`src/rtl/qnigma_math_pkg.sv`:
```
// Shared ALU task and sequencer instruction types.
// Imported by the ALU sequencer and its neighbours.
package qnigma_math_pkg;

    localparam int PTR_W = 4;
    localparam int SEQ_TGT_W = 8;
    localparam int SEQ_CNT_W = 8;

    typedef enum logic [1:0] {
        ALU_ADD,
        ALU_SUB,
        ALU_MUL,
        ALU_CPY
    } alu_op_t;

    typedef struct packed {
        alu_op_t          op_typ;
        logic [1:0]       pri;
        logic [PTR_W-1:0] rd_ptr_a;
        logic [PTR_W-1:0] rd_ptr_b;
        logic [PTR_W-1:0] wr_ptr;
        logic [PTR_W-1:0] cpy_src;
        logic [PTR_W-1:0] cpy_dst;
    } task_t;

    typedef enum logic [2:0] {
        OPC_TSK,
        OPC_BEQ,
        OPC_JMP,
        OPC_LDC,
        OPC_LOOP,
        OPC_END
    } seq_opc_t;

    typedef struct packed {
        seq_opc_t             opc;
        task_t                tsk;
        logic [SEQ_TGT_W-1:0] tgt;
        logic [SEQ_CNT_W-1:0] cnt;
    } seq_ins_t;

    typedef enum logic [2:0] {
        S_IDLE,
        S_FETCH,
        S_DECODE,
        S_ISSUE,
        S_WAIT,
        S_FIN
    } seq_state_t;

endpackage

```
`src/rtl/qnigma_alu_seq.sv`:
```
// Micro-sequencer: walks an external program and issues ALU tasks.
// Supports task issue, branches, and an 8-bit hardware loop counter.
module qnigma_alu_seq
    import qnigma_math_pkg::*;
#(
    parameter int PC_W    = 6,
    parameter int TMO_CYC = 4095
) (
    input  logic            clk,
    input  logic            rst,
    input  logic            start,
    input  logic [PC_W-1:0] entry,
    output logic [PC_W-1:0] prog_addr,
    input  seq_ins_t        prog_dat,
    output task_t           task_info,
    output logic            task_valid,
    input  logic            task_done,
    input  logic            alu_eql,
    output logic            busy,
    output logic            done,
    output logic            err
);

    localparam int TW = $clog2(TMO_CYC + 1);

    seq_state_t      state_q, state_d;
    logic [PC_W-1:0] pc_q, pc_d, pc_inc, tgt;
    logic [7:0]      cnt_q, cnt_d, cnt_dec;
    logic            eql_q, eql_d;
    logic            busy_q, busy_d;
    logic            err_q, err_d;
    task_t           task_q, task_d;
    logic [TW-1:0]   tmo_q, tmo_d;

    assign pc_inc  = pc_q + 1'b1;
    assign cnt_dec = cnt_q - 8'd1;
    assign tgt     = prog_dat.tgt[PC_W-1:0];

    always_ff @(posedge clk) begin
        if (rst) begin
            state_q <= S_IDLE;
            pc_q    <= '0;
            cnt_q   <= '0;
            eql_q   <= 1'b0;
            busy_q  <= 1'b0;
            err_q   <= 1'b0;
            task_q  <= '0;
            tmo_q   <= '0;
        end else begin
            state_q <= state_d;
            pc_q    <= pc_d;
            cnt_q   <= cnt_d;
            eql_q   <= eql_d;
            busy_q  <= busy_d;
            err_q   <= err_d;
            task_q  <= task_d;
            tmo_q   <= tmo_d;
        end
    end

    always_comb begin
        state_d = state_q;
        pc_d    = pc_q;
        cnt_d   = cnt_q;
        eql_d   = eql_q;
        busy_d  = busy_q;
        err_d   = err_q;
        task_d  = task_q;
        tmo_d   = tmo_q;
        unique case (state_q)
            S_IDLE: begin
                if (start) begin
                    pc_d    = entry;
                    busy_d  = 1'b1;
                    err_d   = 1'b0;
                    state_d = S_FETCH;
                end
            end
            S_FETCH: state_d = S_DECODE;
            S_DECODE: begin
                state_d = S_FETCH;
                case (prog_dat.opc)
                    OPC_TSK: begin
                        task_d  = prog_dat.tsk;
                        state_d = S_ISSUE;
                    end
                    OPC_JMP: pc_d = tgt;
                    OPC_BEQ: pc_d = eql_q ? tgt : pc_inc;
                    OPC_LDC: begin
                        cnt_d = prog_dat.cnt;
                        pc_d  = pc_inc;
                    end
                    OPC_LOOP: begin
                        cnt_d = cnt_dec;
                        pc_d  = (cnt_dec != 8'd0) ? tgt : pc_inc;
                    end
                    // unknown opcodes terminate like END
                    default: state_d = S_FIN;
                endcase
            end
            S_ISSUE: begin
                tmo_d   = '0;
                state_d = S_WAIT;
            end
            S_WAIT: begin
                if (task_done) begin
                    eql_d   = alu_eql;
                    pc_d    = pc_inc;
                    state_d = S_FETCH;
                end else if (tmo_q == TW'(TMO_CYC - 1)) begin
                    err_d   = 1'b1;
                    busy_d  = 1'b0;
                    state_d = S_IDLE;
                end else begin
                    tmo_d = tmo_q + 1'b1;
                end
            end
            S_FIN: begin
                busy_d  = 1'b0;
                state_d = S_IDLE;
            end
            default: state_d = S_IDLE;
        endcase
    end

    assign prog_addr  = pc_q;
    assign task_info  = task_q;
    assign task_valid = (state_q == S_ISSUE);
    assign done       = (state_q == S_FIN);
    assign busy       = busy_q;
    assign err        = err_q;

endmodule

```
`config.mk`:
```
export PLATFORM = sky130hd
export DESIGN_NAME = qnigma_alu_seq
export DESIGN_NICKNAME = d
export VERILOG_FILES = /design/src/rtl/qnigma_math_pkg.sv /design/src/rtl/qnigma_alu_seq.sv
export SDC_FILE = /design/constraint.sdc
export NUM_CORES = 1
export LEC_CHECK = 0
export CAP_MARGIN = 20
export CORE_MARGIN = 2
export CORE_UTILIZATION = 48
export DETAILED_ROUTE_END_ITERATION = 8
export HOLD_SLACK_MARGIN = 0.15
export PLACE_DENSITY_LB_ADDON = 0.3
export SYNTH_ARGS = -nofsm -noshare
export SYNTH_HDL_FRONTEND = slang
export SYNTH_SLANG_ARGS = --single-unit
```
`constraint.sdc`:
```
create_clock -name clk -period 2.3 [get_ports clk]
set_clock_uncertainty 0.15 [all_clocks]
set_input_delay 0.46 -clock clk [delete_from_list [all_inputs] [get_ports clk]]
set_output_delay 0.46 -clock clk [all_outputs]
set_load 0.01 [all_outputs]
```
==> results.py <==
metrics = {
    "detailed_routing": {
        "routedWlPerCell_um": 13.96,
        "detail_route.first_pass.iterations": 4,
        "number_of_design_rule_violations_left_by_the_first_detailed_router_iteration": 203,
        "vias": 3167,
        "drc": 0,
        "detail_route.vias_per_cell": 5.546,
        "antenna_violating_nets_post_route": 0,
        "routed_wl_mm": 7.973,
    },
    "setup_path": {
        "timing.setup.critical_path_class": "reg2out",
        "timing.critical_path.fanout_max": 10,
        "crit_chain": "buf_4, and3_1, clkdlybuf4s50_1",
        "cp_top_family": "buffers and inverters",
        "crit-reg2reg-capture": "prog_addr[0]",
        "timing.critical_path.to_type": "output pin",
        "endpoint": "done",
        "worst_path_max_delay_cell": "sky130_fd_sc_hd__clkdlybuf4s50_1",
        "worstPathRequired_ns": 1.69,
        "worst-path-stages": 3,
        "critical_path.startpoint": "state_q[2]",
        "worst_r2r_path_depth": 7,
        "timing.critical_path.arrival_ns": 1.60,
        "setup.reg_to_reg.worst_slack_ns": 0.30,
        "startpoint_of_the_worst_register_to_register_path": "cnt_q[0]",
        "cpPeakStageDelay_ns": 0.53,
        "critPathBufInv": 2,
        "critPathLaunchType": "flop",
    },
    "placed_design": {
        "buffer_ports.inserted": 85,
        "finalWeightedCongestion": 0.9168,
        "hpwl_mm": 6.010,
        "place_area_um2": 4220,
    },
    "die": {
        "fp.coreArea_um2": 6350,
        "floorplan.io_pins": 88,
        "fp.dieArea_um2": 7203,
        "die_height_um": 84.87,
        "placementRows": 29,
        "dieWidth_um": 84.87,
        "effective_utilization_at_floorplan_pct": 49.44,
    },
    "synthesis": {
        "synthesis.area_per_instance_um2": 7.968,
        "synth.yosys.warnings": 0,
        "synth_async_sr_flop_share_pct": 0,
        "post-synth-top-area-cell": "sky130_fd_sc_hd__dfxtp_1",
        "synth_enable_flop_cells": 0,
        "synth_largest_type_area_fraction_pct": 35.71,
        "synthesis.nets": 453,
        "synth_cell_types": 63,
        "netlist_instances": 394,
        "synthTopCellsByArea": "sky130_fd_sc_hd__dfxtp_1 36%, sky130_fd_sc_hd__nand2_1 7.5%, sky130_fd_sc_hd__a21oi_1 5.7%",
        "synthesis.area_um2": 3139,
        "yosys_register_bits": 56,
        "synth-seq-area-share_pct": 35.71,
        "synth_top_cells_by_count": "63 x sky130_fd_sc_hd__nand2_1, 56 x sky130_fd_sc_hd__dfxtp_1, 36 x sky130_fd_sc_hd__a21oi_1, 32 x sky130_fd_sc_hd__nor2_1, 25 x sky130_fd_sc_hd__o21ai_0",
        "yosys_most_used_dff": "sky130_fd_sc_hd__dfxtp_1",
        "synth_most_common_cell": "sky130_fd_sc_hd__nand2_1",
    },
    "global_routing": {
        "gr-max-usage-layer": "met2",
        "grt_pass1_wl_mm": 13.37,
        "grt.overflow.total": 0,
        "gr-usage-all-layers_pct": 22.37,
        "grt_util_met1_pct": 29.98,
        "use_met3_pct": 6.518,
        "maximum_number_of_pins_on_one_net_before_global_route_repair": 25,
        "gr-usage-met2_pct": 35.15,
        "grt_pass1_vias": 3039,
        "antenna_found_initial": 0,
    },
    "pwr": {
        "peakVddDrop_mv": 0.3567,
        "total_power_mw": 2.000,
        "powerDensity_nw_per_um2": 462.7,
        "leakagePower_nw": 1.495,
    },
    "clocking": {
        "hold_buffers": 0,
        "tritoncts": "done",
        "clock_pin_slew_reported_for_the_worst_setup_and_hold_paths_after_clock_tree_synthesis_ns": 0.11,
        "cts.root.buffer_cell": "sky130_fd_sc_hd__clkbuf_8",
        "cts_buffers": 5,
        "post-cts-setup-buffers": 0,
        "clock_latency_ns": 0.32,
        "tritoncts_num_sinks": 56,
        "cts-root-to-sink-buffers": 2,
        "cts_repair_resize_count": 2,
        "ctsHtreeMaxLevel": 2,
    },
    "final_layout": {
        "n_fill_cell": 496,
        "fin_nets": 552,
        "drive_above_1_share_pct": 11.54,
        "final_design_area_no_fill_um2": 4322,
        "post-route-util_pct": 68.06,
        "num_antenna_cells": 0,
        "synthToLayoutAreaGrowth_pct": 37.66,
    },
    "sta": {
        "relSlewSlack_pct": 51.14,
        "finalHoldViolCount": 0,
        "layout_min_cycle_time_ns": 2.210,
        "fin_worst_hold_slack_ns": 0.3100,
        "finalMaxSlewViolations": 0,
        "grt_setup_unrepaired": "no",
        "fmax_mhz": 452.5,
        "finalSetupViolCount": 0,
        "max_slew.worst_pin.slew_ns": 0.7263,
        "period_utilisation_layout_pct": 96.08,
    },
    "hold_path": {
        "hold_path_class": "reg2reg",
        "min_delay_path_depth": 2,
    },
    "run": {
        "cap_violations": 0,
    },
    "outcome": {
        "result_of_the_run": "complete, no violations",
    },
}
[power breakdown]
| group | internal [mW] | leakage (nW) | switching [mW] | total (mW) |
|---|---|---|---|---|
| logic | 0.207 | 0.989 | 0.176 | 0.383 |
| registers | 0.993 | 0.455 | 0.0297 | 1.02 |
| clock network | 0.231 | 0.0511 | 0.363 | 0.594 |
| total | 1.43 | 1.49 | 0.568 | 2.00 |
[cells in the final DEF (no fill, tap or decap), types with 4 or more instances in the layout]
master                            count
sky130_fd_sc_hd__a211oi_1             7
sky130_fd_sc_hd__a21boi_0             4
sky130_fd_sc_hd__a21oi_1             36
sky130_fd_sc_hd__a221oi_1             7
sky130_fd_sc_hd__a31oi_1              5
sky130_fd_sc_hd__and3_1               4
sky130_fd_sc_hd__buf_4               28
sky130_fd_sc_hd__clkbuf_8             5
sky130_fd_sc_hd__clkdlybuf4s50_1     85
sky130_fd_sc_hd__dfxtp_1             53
sky130_fd_sc_hd__ha_1                 5
sky130_fd_sc_hd__inv_1               10
sky130_fd_sc_hd__mux2i_1              5
sky130_fd_sc_hd__nand2_1             63
sky130_fd_sc_hd__nand2b_1             6
sky130_fd_sc_hd__nand3_1             10
sky130_fd_sc_hd__nor2_1              32
sky130_fd_sc_hd__nor2b_1              4
sky130_fd_sc_hd__nor3_1              17
sky130_fd_sc_hd__o21ai_0             25
sky130_fd_sc_hd__xnor2_1             11
sky130_fd_sc_hd__xor2_1               4
[registers in the layout, summed over array words and instances (netlist names)]
| register | cells |
|---|---|
| busy | 1 |
| prog_addr | 6 |
| err | 1 |
| state_q | 3 |
| cnt_q | 8 |
| eql_q | 1 |
| task_info | 24 |
| tmo_q | 12 |
[worst min path at each step]
stage | from | slack, ns | end
global placement | task_info[7] | 0.29 | task_info[7]
finish | task_info[16] | 0.31 | task_info[16]
detailed placement | task_info[3] | 0.30 | task_info[3]
floorplan | cnt_q[7] | 0.31 | cnt_q[7]
CTS | task_info[16] | 0.31 | task_info[16]
global route | task_info[0] | 0.33 | task_info[0]
[tightest hold or removal path: stages (launching register included)]
cell and delay (ns):
sky130_fd_sc_hd__dfxtp_1 0.33, sky130_fd_sc_hd__nand2_1 0.05, sky130_fd_sc_hd__a21oi_1 0.05
[through the flow]
stage,TNS [ns],cells,setup slack (ns)
after floorplan,0,394,0.3503
after global placement,-0.6303,563,-0.09625
after detailed placement,-1.484,563,-0.1413
after CTS,0,571,0.001993
after global routing,0,571,0.03229
final,0,571,0.09011
[per-layer routing]
layer  wire, um  vias up
met5          0        -
met4        155        0
met3        541       15
met2       3646       94
met1       3630     1451
li1           -     1607
[final cells by class]
class                      instances  area (um2)  share of cell area, %
inverter                          10       37.54                 0.8686
clock inverter                     3       28.78                 0.6659
sequential                        56        1125                  26.03
timing repair buffer             115        1101                  25.48
multi-input combinational        305        1864                  43.14
tap                               77       96.34                  2.229
clock buffer                       5       68.82                  1.592
[logic make-up after synthesis]
family,share of synthesized area [%]
and+or+nand+nor,28.42
AOI/OAI and AO/OA,23.20
DFF,35.71
buffers and inverters,4.902
xor gates and xnor gates,4.185
muxes,1.594
adders and majority gates,1.993
Power figures use the tool's default switching activity.
